==> src/rtl/pattern_detector.sv <==
// Serial pattern detector: synchronizes data_in, samples it once per DIV-cycle
// period and flags when the last SEQ_W samples match PATTERN under MASK.
module pattern_detector #(
  parameter int               SEQ_W   = 4,
  parameter logic [SEQ_W-1:0] PATTERN = 4'b1111,
  parameter logic [SEQ_W-1:0] MASK    = {SEQ_W{1'b1}},
  parameter int               DIV     = 25_000_000,
  parameter int               OVERLAP = 1,
  parameter int               CNT_W   = 8
) (
  input  logic             clk_50m,
  input  logic             rst_n,
  input  logic             data_in,
  input  logic             clear,
  output logic             indication,
  output logic             x,
  output logic             match_pulse,
  output logic [CNT_W-1:0] match_cnt
);

  localparam int DIV_W  = $clog2(DIV);
  localparam int FILL_W = $clog2(SEQ_W + 1);

  logic [1:0]       sync_reg;
  logic [DIV_W-1:0] div_reg, div_next;
  logic [SEQ_W-1:0] hist_reg, hist_next, hist_shift;
  logic [FILL_W-1:0] fill_reg, fill_next, fill_shift;
  logic             ind_reg, ind_next;
  logic             x_reg, x_next;
  logic             pulse_reg, pulse_next;
  logic [CNT_W-1:0] cnt_reg, cnt_next;
  logic             sample_en;
  logic             match;

  // Two-flop synchronizer; deliberately outside the reach of clear.
  always_ff @(posedge clk_50m or negedge rst_n) begin
    if (!rst_n) begin
      sync_reg <= 2'b00;
    end else begin
      sync_reg <= {sync_reg[0], data_in};
    end
  end

  always_comb begin
    sample_en  = (div_reg == DIV_W'(DIV - 1));
    hist_shift = {hist_reg[SEQ_W-2:0], sync_reg[1]};
    fill_shift = (fill_reg == FILL_W'(SEQ_W)) ? fill_reg : fill_reg + 1'b1;
    match      = (fill_shift == FILL_W'(SEQ_W)) &&
                 (((hist_shift ^ PATTERN) & MASK) == '0);

    div_next   = sample_en ? '0 : div_reg + 1'b1;
    hist_next  = hist_reg;
    fill_next  = fill_reg;
    ind_next   = ind_reg;
    x_next     = x_reg;
    pulse_next = 1'b0;
    cnt_next   = cnt_reg;

    // clear outranks a coincident sample_en: nothing shifts, nothing pulses.
    if (clear) begin
      div_next  = '0;
      hist_next = '0;
      fill_next = '0;
      ind_next  = 1'b0;
      x_next    = 1'b0;
      cnt_next  = '0;
    end else if (sample_en) begin
      hist_next  = hist_shift;
      fill_next  = (match && (OVERLAP == 0)) ? '0 : fill_shift;
      ind_next   = ~ind_reg;
      x_next     = match;
      pulse_next = match;
      if (match && (cnt_reg != {CNT_W{1'b1}})) begin
        cnt_next = cnt_reg + 1'b1;
      end
    end
  end

  always_ff @(posedge clk_50m or negedge rst_n) begin
    if (!rst_n) begin
      div_reg   <= '0;
      hist_reg  <= '0;
      fill_reg  <= '0;
      ind_reg   <= 1'b0;
      x_reg     <= 1'b0;
      pulse_reg <= 1'b0;
      cnt_reg   <= '0;
    end else begin
      div_reg   <= div_next;
      hist_reg  <= hist_next;
      fill_reg  <= fill_next;
      ind_reg   <= ind_next;
      x_reg     <= x_next;
      pulse_reg <= pulse_next;
      cnt_reg   <= cnt_next;
    end
  end

  assign indication  = ind_reg;
  assign x           = x_reg;
  assign match_pulse = pulse_reg;
  assign match_cnt   = cnt_reg;

endmodule

==> config.mk <==
export PLATFORM = sky130hd
export DESIGN_NAME = pattern_detector
export DESIGN_NICKNAME = d
export VERILOG_FILES = /design/src/rtl/pattern_detector.sv
export SDC_FILE = /design/constraint.sdc
export NUM_CORES = 1
export LEC_CHECK = 0
export BUFFER_PORTS_ARGS = -buffer_cell sky130_fd_sc_hd__clkbuf_2
export CAP_MARGIN = 20
export CORE_ASPECT_RATIO = 0.6
export CORE_MARGIN = 2
export CORE_UTILIZATION = 40
export DETAILED_ROUTE_END_ITERATION = 12
export PLACE_DENSITY = 0.64
export RECOVER_POWER = 100
export REMOVE_ABC_BUFFERS = 1
export SKIP_CTS_REPAIR_TIMING = 1
export SLEW_MARGIN = 5
export SYNTH_ARGS = -nofsm -noshare
export SYNTH_HDL_FRONTEND = slang
export SYNTH_SLANG_ARGS = --single-unit
==> constraint.sdc <==
create_clock -name clk_50m -period 2.1 [get_ports clk_50m]
set_clock_uncertainty 0.2 [all_clocks]
set_input_delay 0 -clock clk_50m [delete_from_list [all_inputs] [get_ports clk_50m]]
set_output_delay 0 -clock clk_50m [all_outputs]
set_load 0.02 [all_outputs]
# Word-level counts from Yosys, hierarchy flattened
# Cells that the tools add are included.
# totals
register_bits	44
output_inout_bits	11
word_cells	39
# op_classes
n_reduce_logical	6
n_bitwise	2
eq_ne	4
n_addsub	3
n_mux	16
# op_table
op	count
$mux W25	2
$add A25 B1 Y25 const B	1
$eq A25 B25 Y1 const B	1
$mux W8	3
$mux W3	5
$add A8 B1 Y8 const B	1
$ne A8 B8 Y1 const B	1
$eq A3 B3 Y1 const B	2
$mux W1	6
$logic_not A4 Y1	1
$not A4 Y4	1
$reduce_bool A2 Y1	2
$add A3 B1 Y3 const B	1
$logic_and A1 B1 Y1	2
$reduce_and A2 Y1	1
$not A1 Y1	1

# Longest topological paths before layout
# depth
word_depth	8
mapped_depth	8
depth_no_buf	7

# Worst setup path before layout
# No wires, ideal clock.
# synth_path
kind	flip-flop to flip-flop
from	register div_reg[0]
to	register cnt_reg[4], in the netlist match_cnt[4]
path_stages_with_launch	8
setup_ns	0.078
arrival_ns	2.021
path_buffers	1
t_required_ns	1.822
path_slack_ns	-0.199
period_less_slack_ns	2.299
cell_sequence	dfrtp_1 -> ha_1 -> and4_1 -> nand2_1 -> or3_1 -> buf_2 -> or4_1 -> a21oi_1
# synth_via
elab_chain_cells	3
# synth_rtl
item	line_no	text
start, declared	25	logic [DIV_W-1:0] div_reg, div_next;
start signal, assigned	89	div_reg <= div_next;
$eq A25 B25 Y1	45	sample_en = (div_reg == DIV_W'(DIV - 1));
$reduce_bool A2 Y1 (no source line)	-	
$reduce_and A2 Y1 (no source line)	-	
end signal, assigned	95	cnt_reg <= cnt_next;
end, declared	31	logic [CNT_W-1:0] cnt_reg, cnt_next;
# No other way between the ends.
# A chain may end at the register's enable or synchronous reset.

# Final worst setup path
# layout_path
from	register fill_reg[0]
to	register cnt_reg[4], in the netlist match_cnt[4]
# layout_via
elab_chain_cells	7
word_cells_on_any_way	8
cone_classes	add/sub: 1; eq/ne: 2; mux: 1; reduce/logical: 4
# layout_rtl
item	line_no	text
start, declared	27	logic [FILL_W-1:0] fill_reg, fill_next, fill_shift;
start signal, assigned	91	fill_reg <= fill_next;
$add A3 B1 Y3 or $eq A3 B3 Y1 (tied branches)	47	fill_shift = (fill_reg == FILL_W'(SEQ_W)) ? fill_reg : fill_reg + 1'b1;
$mux W3 *	47	
$eq A3 B3 Y1 *	48	match = (fill_shift == FILL_W'(SEQ_W)) &&
$logic_and A1 B1 Y1 *	48	
$logic_and A1 B1 Y1 *	73	if (match && (cnt_reg != {CNT_W{1'b1}})) begin
$reduce_bool A2 Y1 (no source line) *	-	
$reduce_and A2 Y1 (no source line) *	-	
# Every way passes the cells marked *; elsewhere a longest branch is shown, timed or not.

==> results.yml <==
outcome:
  status: "complete, but fails checks"
  violations: "setup timing"
timing:
  period_needed_ps: 2360
  finalSetupViolations: 10
  holdWs_ps: 138
  rsz0062_at_grt: "yes"
  timing.fmax_mhz: 424
  maxSlewViolCount: 0
  fin_ws_ps: -258
  tns_ps: -1350
  fin_crit_sh_pct: 112
  slew_headroom_pct: 25.7
  worst_pin_slew_ps: 1110
  final_hold_viol_count: 0
floorplanning:
  io_pins: 15
  die-area_um2: 6060
  rows: 20
  coreArea_um2: 5150
  start_util_pct: 42.2
  dieHeight_um: 61.1
  die_w_um: 99.2
synthesis:
  synth_area_per_cell_um2: 9.70
  synth_area_leaders: "dfrtp_1, xor2_1, nor2_1"
  synth_commonest_cells: "dfrtp_1, nor2_1, nand2_1, xor2_1, nand4_1"
  synth_most_common_cell: "dfrtp_1"
  synth_area_um2: 2170
  synth_edf_count: 0
  synth_warnings: 0
  synthFlopType: "dfrtp_1"
  synth_cells: 224
  yosysTopAreaCell: "dfrtp_1"
  synth_seq_cells: 44
  ys_seq_area_share_pct: 50.7
  async_flop_share_pct: 100
  synth.distinct_cells: 34
  synth_top_area_share_pct: 50.7
critical_path:
  crit_type: "reg2reg"
  worstPathRequired_ps: 2130
  worstSetupEndpointType: "flip-flop"
  startpoint_type: "flip-flop"
  crit_path_max_fanout: 5
  arrival_ps: 2390
  reg2reg_depth: 6
route:
  firstDrtPassIters: 4
  wl_per_cell_um: 14.3
  remaining_drc_errors: 0
  ant_nets: 0
  wl_um: 5200
  routed-via-count: 1900
  drt-initial-drc-count: 99
  avgViaCountPerCell: 5.21
global_routing:
  grt_max_degree: 22
  grt_usage_pct: 17.2
  antenna_found_initial: 0
  grt_pass1_wl_um: 7910
  grt_pass1_vias: 1648
  overflow: 0
place:
  dpl.hpwl_um: 3540
  portBuffers: 14
  gp_congestion: 0.786
  preCtsSetupSlack_ps: -290
power:
  seqPwrFrac_pct: 54.2
  finalPower_mw: 1.58
  ir_worst_vdd_v: 0.000336
  power_switching_share_pct: 22.0
  power_density_nw_per_um2: 531
  p_leak_nw: 1.34
  switching_power_uw: 348
  combPwrFrac_pct: 4.6
  p_int_mw: 1.23
  clkPwrFrac_pct: 41.2
cells_and_area:
  seqCellArea_um2: 1100
  fillers: 443
  drive_above_1_share_pct: 29.8
  largest_register_ffs: 25
  areaGrowthSynthToFinish_pct: 37.0
  multi_input_area_um2: 1120
  diodes: 0
  fin_nets: 306
  final_util_pct: 57.8
clocking:
  cts-root-buf: "clkbuf_8"
  numCtsBuffers: 5
  htreeDepth: 2
  clock_latency_ps: 300
  clock-sinks: 44
  path_clk_slew_ps: 80
  cts_buffer_depth: 2
  cts_tree: "done"
worst_hold_path:
  worstHoldPathCells: 2
  worstHoldPathType: "in2reg"
job:
  cap_violations: 0
-- worst paths after layout --
check	startpoint	slack, ps	end
worst min register to register	sync_reg[0]$_DFF_PN0_	170	sync_reg[1]$_DFF_PN0_
min in group asynchronous	rst_n	310	div_reg[4]$_DFF_PN0_
worst min-delay path	data_in	140	sync_reg[0]$_DFF_PN0_
max in group asynchronous	rst_n	610	div_reg[13]$_DFF_PN0_
worst max-delay path	fill_reg[0]$_DFFE_PN0P_	-260	match_cnt[4]$_DFFE_PN0P_
worst max register to register	fill_reg[0]$_DFFE_PN0P_	-260	match_cnt[4]$_DFFE_PN0P_
-- worst max-delay path: stages, from the launching register on --
cell and delay [ps]:
dfrtp_1 410, ha_2 200, or3b_4 410, a31oi_4 160, nand3b_1 220, or4_1 560
a21oi_1 130
-- cells in the final DEF, fill, tap and decap left out, drive strengths merged, types with 6 or more instances in the layout --
master / count
clkbuf: 23
dfrtp: 44
nor2: 32
nand2: 20
and3: 6
nand4: 15
xor2: 19
a21oi: 13
nand3: 9
buf: 54
xnor2: 6
-- layout make-up --
class | instances | share of cell area (%)
timing repair buffer | 76 | 18.1
tap | 66 | 2.77
clock inverter | 3 | 1.43
sequential | 44 | 37.0
inverter | 5 | 0.630
clock buffer | 5 | 2.31
multi-input combinational | 166 | 37.8
-- through the flow --
stage	instance area [µm²]	cells
6_report	2980	365
4_1_cts	2810	355
5_1_grt	2980	365
3_5_place_dp	2700	347
2_1_floorplan	2130	214
3_3_place_gp	2700	347
-- routing by layer --
layer / vias up / share of wire, % / global-route usage, %
met1: 912 / 54 / 26.4
met2: 39 / 41 / 23.9
met4: 0 / 1.2 / 4.70
met5: - / 0 / 0
li1: 940 / - / -
met3: 9 / 4.1 / 4.65
-- kinds of logic after synthesis --
| logic type | count (synthesis) | synth area share (%) |
|---|---|---|
| compound gates | 25 | 7.08 |
| fa+ha+maj | 4 | 2.30 |
| flops | 44 | 50.7 |
| buf+inv | 15 | 2.71 |
| xor+xnor | 25 | 10.1 |
| simple gates | 111 | 27.2 |
-- power by group through the flow --
stage | Sequential, mW | Clock [mW] | Combinational [mW]
2_1_floorplan | 0.875 | 0 | 0.0158
3_3_place_gp | 0.873 | 0 | 0.0671
3_5_place_dp | 0.873 | 0 | 0.0666
4_1_cts | 0.857 | 0.672 | 0.0667
5_1_grt | 0.858 | 0.701 | 0.0805
6_report | 0.857 | 0.652 | 0.0723
No activity file was read; power rests on OpenSTA's default activity.
